==> src/rtl/motoro3_deadtime_if.sv <==
// Gate-drive bundle between the 3-phase gate-drive top, the dead-time stage
// and the MOSFET pins.
//   master : upstream side. Drives the per-phase requests (xHPi high-side
//            active-high, xLNi low-side), enI and clrFaultI, and observes the
//            gate pins and status.
//   slave  : dead-time stage. Consumes the requests and drives the gate pins
//            (xHPo, xLNo), faultO, faultCntO and deadBusyO.
interface motoro3_deadtime_if #(
  parameter int CNT_W = 8
);
  logic             aHPi;
  logic             aLNi;
  logic             bHPi;
  logic             bLNi;
  logic             cHPi;
  logic             cLNi;
  logic             enI;
  logic             clrFaultI;
  logic             aHPo;
  logic             aLNo;
  logic             bHPo;
  logic             bLNo;
  logic             cHPo;
  logic             cLNo;
  logic             faultO;
  logic [CNT_W-1:0] faultCntO;
  logic [2:0]       deadBusyO;

  modport master (
    output aHPi, aLNi, bHPi, bLNi, cHPi, cLNi, enI, clrFaultI,
    input  aHPo, aLNo, bHPo, bLNo, cHPo, cLNo, faultO, faultCntO, deadBusyO
  );

  modport slave (
    input  aHPi, aLNi, bHPi, bLNi, cHPi, cLNi, enI, clrFaultI,
    output aHPo, aLNo, bHPo, bLNo, cHPo, cLNo, faultO, faultCntO, deadBusyO
  );
endinterface

==> src/rtl/motoro3_deadtime.sv <==
// Dead-time inserter and shoot-through guard for a 3-phase bridge.
// Each phase runs an OFF / H_ON / L_ON FSM. Every turn-off reloads a gap
// counter, so both gates stay off for at least DEAD_CYC cycles before either
// one turns on again. A phase requesting both sides at once is a conflict:
// it is treated as no request and latches a sticky fault that turns every
// bridge off until clrFaultI is applied in a conflict-free cycle.
// Ports:
//   clkI : system clock
//   rstI : asynchronous active-high reset (all gates off, full gap rearmed)
//   io   : slave side of motoro3_deadtime_if (requests, enable, fault clear
//          in; gate pins, faultO, faultCntO, deadBusyO out)
module motoro3_deadtime #(
  parameter int DEAD_CYC    = 20,
  parameter int CNT_W       = 8,
  parameter bit LOW_ACT_LOW = 1'b1
) (
  input logic                clkI,
  input logic                rstI,
  motoro3_deadtime_if.slave  io
);

  typedef enum logic [1:0] {OFF, H_ON, L_ON} phase_t;

  localparam logic [CNT_W-1:0] DEAD_LOAD = CNT_W'(DEAD_CYC - 1);
  localparam logic [CNT_W-1:0] ONE       = CNT_W'(1);

  logic [2:0]       req_h;
  logic [2:0]       req_l;
  logic [2:0]       conflict;
  logic             conflict_any;
  logic             allowed;
  logic [2:0]       gate_h;
  logic [2:0]       gate_l;
  logic [2:0]       busy;
  logic             fault;
  logic             fault_n;
  logic [CNT_W-1:0] fcnt;
  logic [CNT_W-1:0] fcnt_n;

  assign req_h        = {io.cHPi, io.bHPi, io.aHPi};
  assign req_l        = {io.cLNi, io.bLNi, io.aLNi} ^ {3{LOW_ACT_LOW}};
  assign conflict     = req_h & req_l;
  assign conflict_any = |conflict;
  // Uses the registered fault, so a new fault turns phases off one edge
  // after it is raised and a cleared fault allows turn-on one edge later.
  assign allowed      = io.enI & ~fault;

  for (genvar p = 0; p < 3; p++) begin : g_phase
    phase_t           state;
    phase_t           state_n;
    logic [CNT_W-1:0] cnt;
    logic [CNT_W-1:0] cnt_n;
    logic             gh;
    logic             gl;
    logic             bz;
    logic             gh_n;
    logic             gl_n;
    logic             bz_n;

    always_comb begin
      state_n = state;
      cnt_n   = cnt;
      gh_n    = 1'b0;
      gl_n    = 1'b0;
      bz_n    = 1'b0;
      case (state)
        OFF: begin
          if (cnt != '0) begin
            cnt_n = cnt - ONE;
            bz_n  = 1'b1;
          end else if (allowed && (req_h[p] ^ req_l[p])) begin
            // A conflict has both requests set, so the XOR rejects it.
            if (req_h[p]) begin
              state_n = H_ON;
              gh_n    = 1'b1;
            end else begin
              state_n = L_ON;
              gl_n    = 1'b1;
            end
          end
        end
        H_ON: begin
          if (allowed && req_h[p] && !req_l[p]) begin
            gh_n = 1'b1;
          end else begin
            state_n = OFF;
            cnt_n   = DEAD_LOAD;
            bz_n    = 1'b1;
          end
        end
        L_ON: begin
          if (allowed && req_l[p] && !req_h[p]) begin
            gl_n = 1'b1;
          end else begin
            state_n = OFF;
            cnt_n   = DEAD_LOAD;
            bz_n    = 1'b1;
          end
        end
        default: begin
          state_n = OFF;
          cnt_n   = DEAD_LOAD;
          bz_n    = 1'b1;
        end
      endcase
    end

    always_ff @(posedge clkI or posedge rstI) begin
      if (rstI) begin
        state <= OFF;
        cnt   <= DEAD_LOAD;
        gh    <= 1'b0;
        gl    <= 1'b0;
        bz    <= 1'b1;
      end else begin
        state <= state_n;
        cnt   <= cnt_n;
        gh    <= gh_n;
        gl    <= gl_n;
        bz    <= bz_n;
      end
    end

    assign gate_h[p] = gh;
    assign gate_l[p] = gl;
    assign busy[p]   = bz;
  end

  always_comb begin
    fault_n = fault;
    fcnt_n  = fcnt;
    if (conflict_any) begin
      // A conflict outranks a simultaneous clear.
      fault_n = 1'b1;
      if (fcnt != '1) begin
        fcnt_n = fcnt + ONE;
      end
    end else if (io.clrFaultI) begin
      fault_n = 1'b0;
    end
  end

  always_ff @(posedge clkI or posedge rstI) begin
    if (rstI) begin
      fault <= 1'b0;
      fcnt  <= '0;
    end else begin
      fault <= fault_n;
      fcnt  <= fcnt_n;
    end
  end

  // Gate state is held active-high internally; XOR with a constant keeps the
  // low-side pins glitch-free at their configured polarity.
  assign io.aHPo      = gate_h[0];
  assign io.bHPo      = gate_h[1];
  assign io.cHPo      = gate_h[2];
  assign io.aLNo      = gate_l[0] ^ LOW_ACT_LOW;
  assign io.bLNo      = gate_l[1] ^ LOW_ACT_LOW;
  assign io.cLNo      = gate_l[2] ^ LOW_ACT_LOW;
  assign io.faultO    = fault;
  assign io.faultCntO = fcnt;
  assign io.deadBusyO = busy;

endmodule

==> src/flat_wrapper.sv <==
// flat-port wrapper written by rule: the top's interface ports become plain ports
module motoro3_deadtime_flat 
#(
  parameter int DEAD_CYC    = 20,
  parameter int CNT_W       = 8,
  parameter bit LOW_ACT_LOW = 1'b1
)
  (clkI, rstI, io_aHPi, io_aLNi, io_bHPi, io_bLNi, io_cHPi, io_cLNi, io_enI, io_clrFaultI, io_aHPo, io_aLNo, io_bHPo, io_bLNo, io_cHPo, io_cLNo, io_faultO, io_faultCntO, io_deadBusyO);
  motoro3_deadtime_if #(.CNT_W(CNT_W)) io_i ();
  input logic clkI;
  input logic rstI;
  input wire logic [$bits(io_i.aHPi)-1:0] io_aHPi;
  input wire logic [$bits(io_i.aLNi)-1:0] io_aLNi;
  input wire logic [$bits(io_i.bHPi)-1:0] io_bHPi;
  input wire logic [$bits(io_i.bLNi)-1:0] io_bLNi;
  input wire logic [$bits(io_i.cHPi)-1:0] io_cHPi;
  input wire logic [$bits(io_i.cLNi)-1:0] io_cLNi;
  input wire logic [$bits(io_i.enI)-1:0] io_enI;
  input wire logic [$bits(io_i.clrFaultI)-1:0] io_clrFaultI;
  output wire logic [$bits(io_i.aHPo)-1:0] io_aHPo;
  output wire logic [$bits(io_i.aLNo)-1:0] io_aLNo;
  output wire logic [$bits(io_i.bHPo)-1:0] io_bHPo;
  output wire logic [$bits(io_i.bLNo)-1:0] io_bLNo;
  output wire logic [$bits(io_i.cHPo)-1:0] io_cHPo;
  output wire logic [$bits(io_i.cLNo)-1:0] io_cLNo;
  output wire logic [$bits(io_i.faultO)-1:0] io_faultO;
  output wire logic [$bits(io_i.faultCntO)-1:0] io_faultCntO;
  output wire logic [$bits(io_i.deadBusyO)-1:0] io_deadBusyO;
  assign io_i.aHPi = io_aHPi;
  assign io_i.aLNi = io_aLNi;
  assign io_i.bHPi = io_bHPi;
  assign io_i.bLNi = io_bLNi;
  assign io_i.cHPi = io_cHPi;
  assign io_i.cLNi = io_cLNi;
  assign io_i.enI = io_enI;
  assign io_i.clrFaultI = io_clrFaultI;
  assign io_aHPo = io_i.aHPo;
  assign io_aLNo = io_i.aLNo;
  assign io_bHPo = io_i.bHPo;
  assign io_bLNo = io_i.bLNo;
  assign io_cHPo = io_i.cHPo;
  assign io_cLNo = io_i.cLNo;
  assign io_faultO = io_i.faultO;
  assign io_faultCntO = io_i.faultCntO;
  assign io_deadBusyO = io_i.deadBusyO;
  motoro3_deadtime #(.DEAD_CYC(DEAD_CYC), .CNT_W(CNT_W), .LOW_ACT_LOW(LOW_ACT_LOW)) u_core (.clkI(clkI), .rstI(rstI), .io(io_i));
endmodule
==> config.mk <==
export PLATFORM = sky130hd
export DESIGN_NAME = motoro3_deadtime_flat
export DESIGN_NICKNAME = d
export VERILOG_FILES = /design/src/rtl/motoro3_deadtime_if.sv /design/src/rtl/motoro3_deadtime.sv /design/src/flat_wrapper.sv
export SDC_FILE = /design/constraint.sdc
export NUM_CORES = 1
export LEC_CHECK = 0
export CORE_UTILIZATION = 51
export CTS_BUF_LIST = sky130_fd_sc_hd__clkbuf_4 sky130_fd_sc_hd__clkbuf_8 sky130_fd_sc_hd__clkbuf_16
export DETAILED_ROUTE_END_ITERATION = 7
export GPL_TIMING_DRIVEN = 0
export PLACE_DENSITY = 0.76
export SYNTH_ARGS = -nofsm -noshare
export SYNTH_HDL_FRONTEND = slang
export SYNTH_SLANG_ARGS = --single-unit
==> constraint.sdc <==
create_clock -name clkI -period 1.91 [get_ports clkI]
set_clock_uncertainty 0.1 [all_clocks]
set_input_delay 0.382 -clock clkI [delete_from_list [all_inputs] [get_ports clkI]]
set_output_delay 0.382 -clock clkI [all_outputs]
set_load 0.02 [all_outputs]
==> out/metrics.yaml <==
vias: 2378
cts_tree: "built"
nets: 347
wl_met2_mm: 3.468
crit_path_end_kind: "flip-flop"
status: "finished, violations left"
clock_sinks: 48
grtUsageTotal_pct: 23.16
critPathMaxFanout: 5
fmax_mhz: 468.4
cp_data_required_time_ps: 2010
io_buffers: 27
hp-class: "input port to async pin"
first_iter_violations: 120
r2r_setup_slack_ps: -220
grt.overflow.total: 0
grt_first_pass_wirelength_mm: 9.873
hpwl_mm: 3.892
fin_crit_sh_pct: 111.8
grt_pass1_vias: 2167
syn_nets: 282
post-route-min-period_ps: 2135
row_count: 26
highest_layer: "met4"
synth_top_cell_by_area: "dfrtp_1"
grt_start_max_net_pins: 28
r2r-end: "u_core.g_phase[1].state[0]"
crit_path_start_kind: "flip-flop"
ys_top_cells_by_area: "dfrtp_1 33%, dfstp_2 12%, ha_1 3.2%"
hold_viol: 0
wire_per_inst_um: 16.84
placedCellCount: 363
postSynthCellCount: 265
power_w: 0.003986
antenna_cells: 0
via_per_inst: 5.930
maxCapViolations: 0
die_x_um: 74.81
cts-root-buf: "clkbuf_8"
postRouteAntennaNets: 0
leakage_nw: 1.544
dr_wl_met3_um: 220
seq_area_frac_synth_pct: 44.98
die_h_um: 74.81
finalWeightedCongestion: 0.8319
ys_seq_elements: 48
synth_ff_type: "dfrtp_1"
syn_to_final_growth_pct: 40.17
pin_count: 28
synth.avg_cell_area_sq_um: 10.20
hold_buffers: 0
rr_startpoint: "u_core.g_phase[1].cnt[0]"
max-slew-margin-rel_pct: 68.34
fill_cells: 365
cp_data_arrival_time_ps: 2240
yosysUniqueCellTypes: 55
fin_tns_setup_ps: -1713
clk_latency_ps: 310
setup_viol: 10
coreArea_sq_um: 5107
wl_met1_mm: 2.967
final_util_pct: 74.20
slew_viol_final: 0
ys_warn_count: 0
setup_slack_ps: -224.7
clk_pin_slew_ps: 90
rsz0062_at_grt: "yes"
numCtsBuffers: 5
startpoint: "u_core.g_phase[1].cnt[0]"
dr.pass1.iters: 4
drive_above_1_share_pct: 41.69
synthDominantCellAreaShare_pct: 33.32
async_flop_share_pct: 100.0
htree_num_levels: 2
synth-edff-count: 0
violations: "negative setup slack"
rr_worst_depth: 6
fin_cells: 401
power_density_nw_per_um2: 1052
grt_antenna_before_repair: 0
critPathKind: "flip-flop to flip-flop"
whs_ps: 305.3
drt-total-wl_mm: 6.754
drc_errors: 0
fp.dieArea_sq_um: 5597
ir_drop_mv: 0.8412
syn_area_sq_um: 2704
initial_core_util_pct: 52.94
tightestPinTransition_ps: 470.5
clockBufferDepth: 2
stage by stage:
step	setup WS (ps)	instance area [sq um]
global route	-274.5	3790
finish	-224.7	3790
floorplan	-66.84	2721
detailed placement	-716.3	3099
CTS	-172.3	3480
global placement	-661.2	3079
synthesized netlist by cell type (all sizes together) (3+ instances only):
cell type  number
nand2b          5
inv            21
or2             4
nand3           6
nand2           7
a2111oi         3
buf            12
dfrtp          36
a21oi          15
ha              7
mux2i           3
xor2            6
nor3            8
o21ai           7
nor2           17
nor4           14
o31a            3
o21a            4
o31ai           7
or4b            7
or4            15
dfstp          12
nand4b          5
or3            10
sequential cells by signal, indices dropped and copies added, names as in the netlist:
| register | count |
|---|---|
| u_core.g_phase.state | 6 |
| u_core.g_phase.gl | 3 |
| u_core.io.faultCntO | 8 |
| u_core.io.aHPo | 1 |
| u_core.g_phase.bz | 3 |
| u_core.io.faultO | 1 |
| u_core.io.bHPo | 1 |
| u_core.io.cHPo | 1 |
| u_core.g_phase.cnt | 24 |
worst max path at each step:
stage,endpoint,slack (ps),cells past startpoint
floorplan,u_core.g_phase[1].state[0],-70,6
global placement,u_core.g_phase[1].cnt[2],-660,2
detailed placement,u_core.g_phase[0].cnt[4],-720,6
CTS,u_core.g_phase[1].cnt[2],-170,9
global route,u_core.g_phase[1].cnt[2],-270,8
finish,u_core.g_phase[1].state[0],-220,6
per-layer routing:
metal	vias up	track usage, %
li1	1130	-
met1	1183	30.16
met2	54	39.34
met4	0	8.805
met5	-	0
met3	11	3.079
report_power, final:
part,switching (W),internal [W],leakage (nW)
clock,0.000357,0.000428,0.0614
combinational,0.000735,0.000857,0.902
sequential,0.000287,0.00132,0.580
layout make-up:
type / count / area, sq um / share of cell area (%)
multi-input cells: 182 / 1645 / 43.41
flip-flops and latches: 48 / 1222 / 32.25
repair buffers: 60 / 535.5 / 14.13
plain buffers: 12 / 98.84 / 2.608
well taps: 70 / 87.58 / 2.311
clock buffers: 6 / 82.58 / 2.179
inverters: 21 / 78.83 / 2.080
clock inverters: 2 / 38.79 / 1.023
repair_timing:
action                                  4_1_cts  5_1_grt
endpoints found under the setup margin       41       32
gates cloned                                  1        1
resized for setup                            42       61
buffers inserted                             17       14
pin swaps                                     8       20
hold endpoints to repair                      0        0
logic make-up (layout without fill, tap and decap cells):
family	after synthesis	count (layout)	share of synthesized area (%)
multiplexers	5	5	1.944
AO/OA/AOI/OAI	55	55	15.46
buffers and inverters	35	101	6.247
adder cells (fa/ha/maj)	7	7	3.239
flip-flops	48	48	44.98
XOR/XNOR	7	7	2.268
AND/OR/NAND/NOR	108	108	25.87
cell usage in the layout (no fill, tap or decap), types with 7 or more instances in the layout:
master            n
buf_6             8
or4_4            10
inv_1            16
nand2_1           7
a21oi_1           8
dlygate4sd2_1    11
dfstp_2          12
nor2_1           14
or3_1             7
dfrtp_1          31
nor4_1            8
clkdlybuf4s50_1  15
buf_4            34
worst max-delay path, stage by stage (launching register included):
cell and delay, ps:
dfstp_2 390, inv_2 80, ha_4 130, or3b_4 420, buf_4 160, or4_4 450, a2111oi_4 300
No activity file was read; power rests on OpenSTA's default activity.
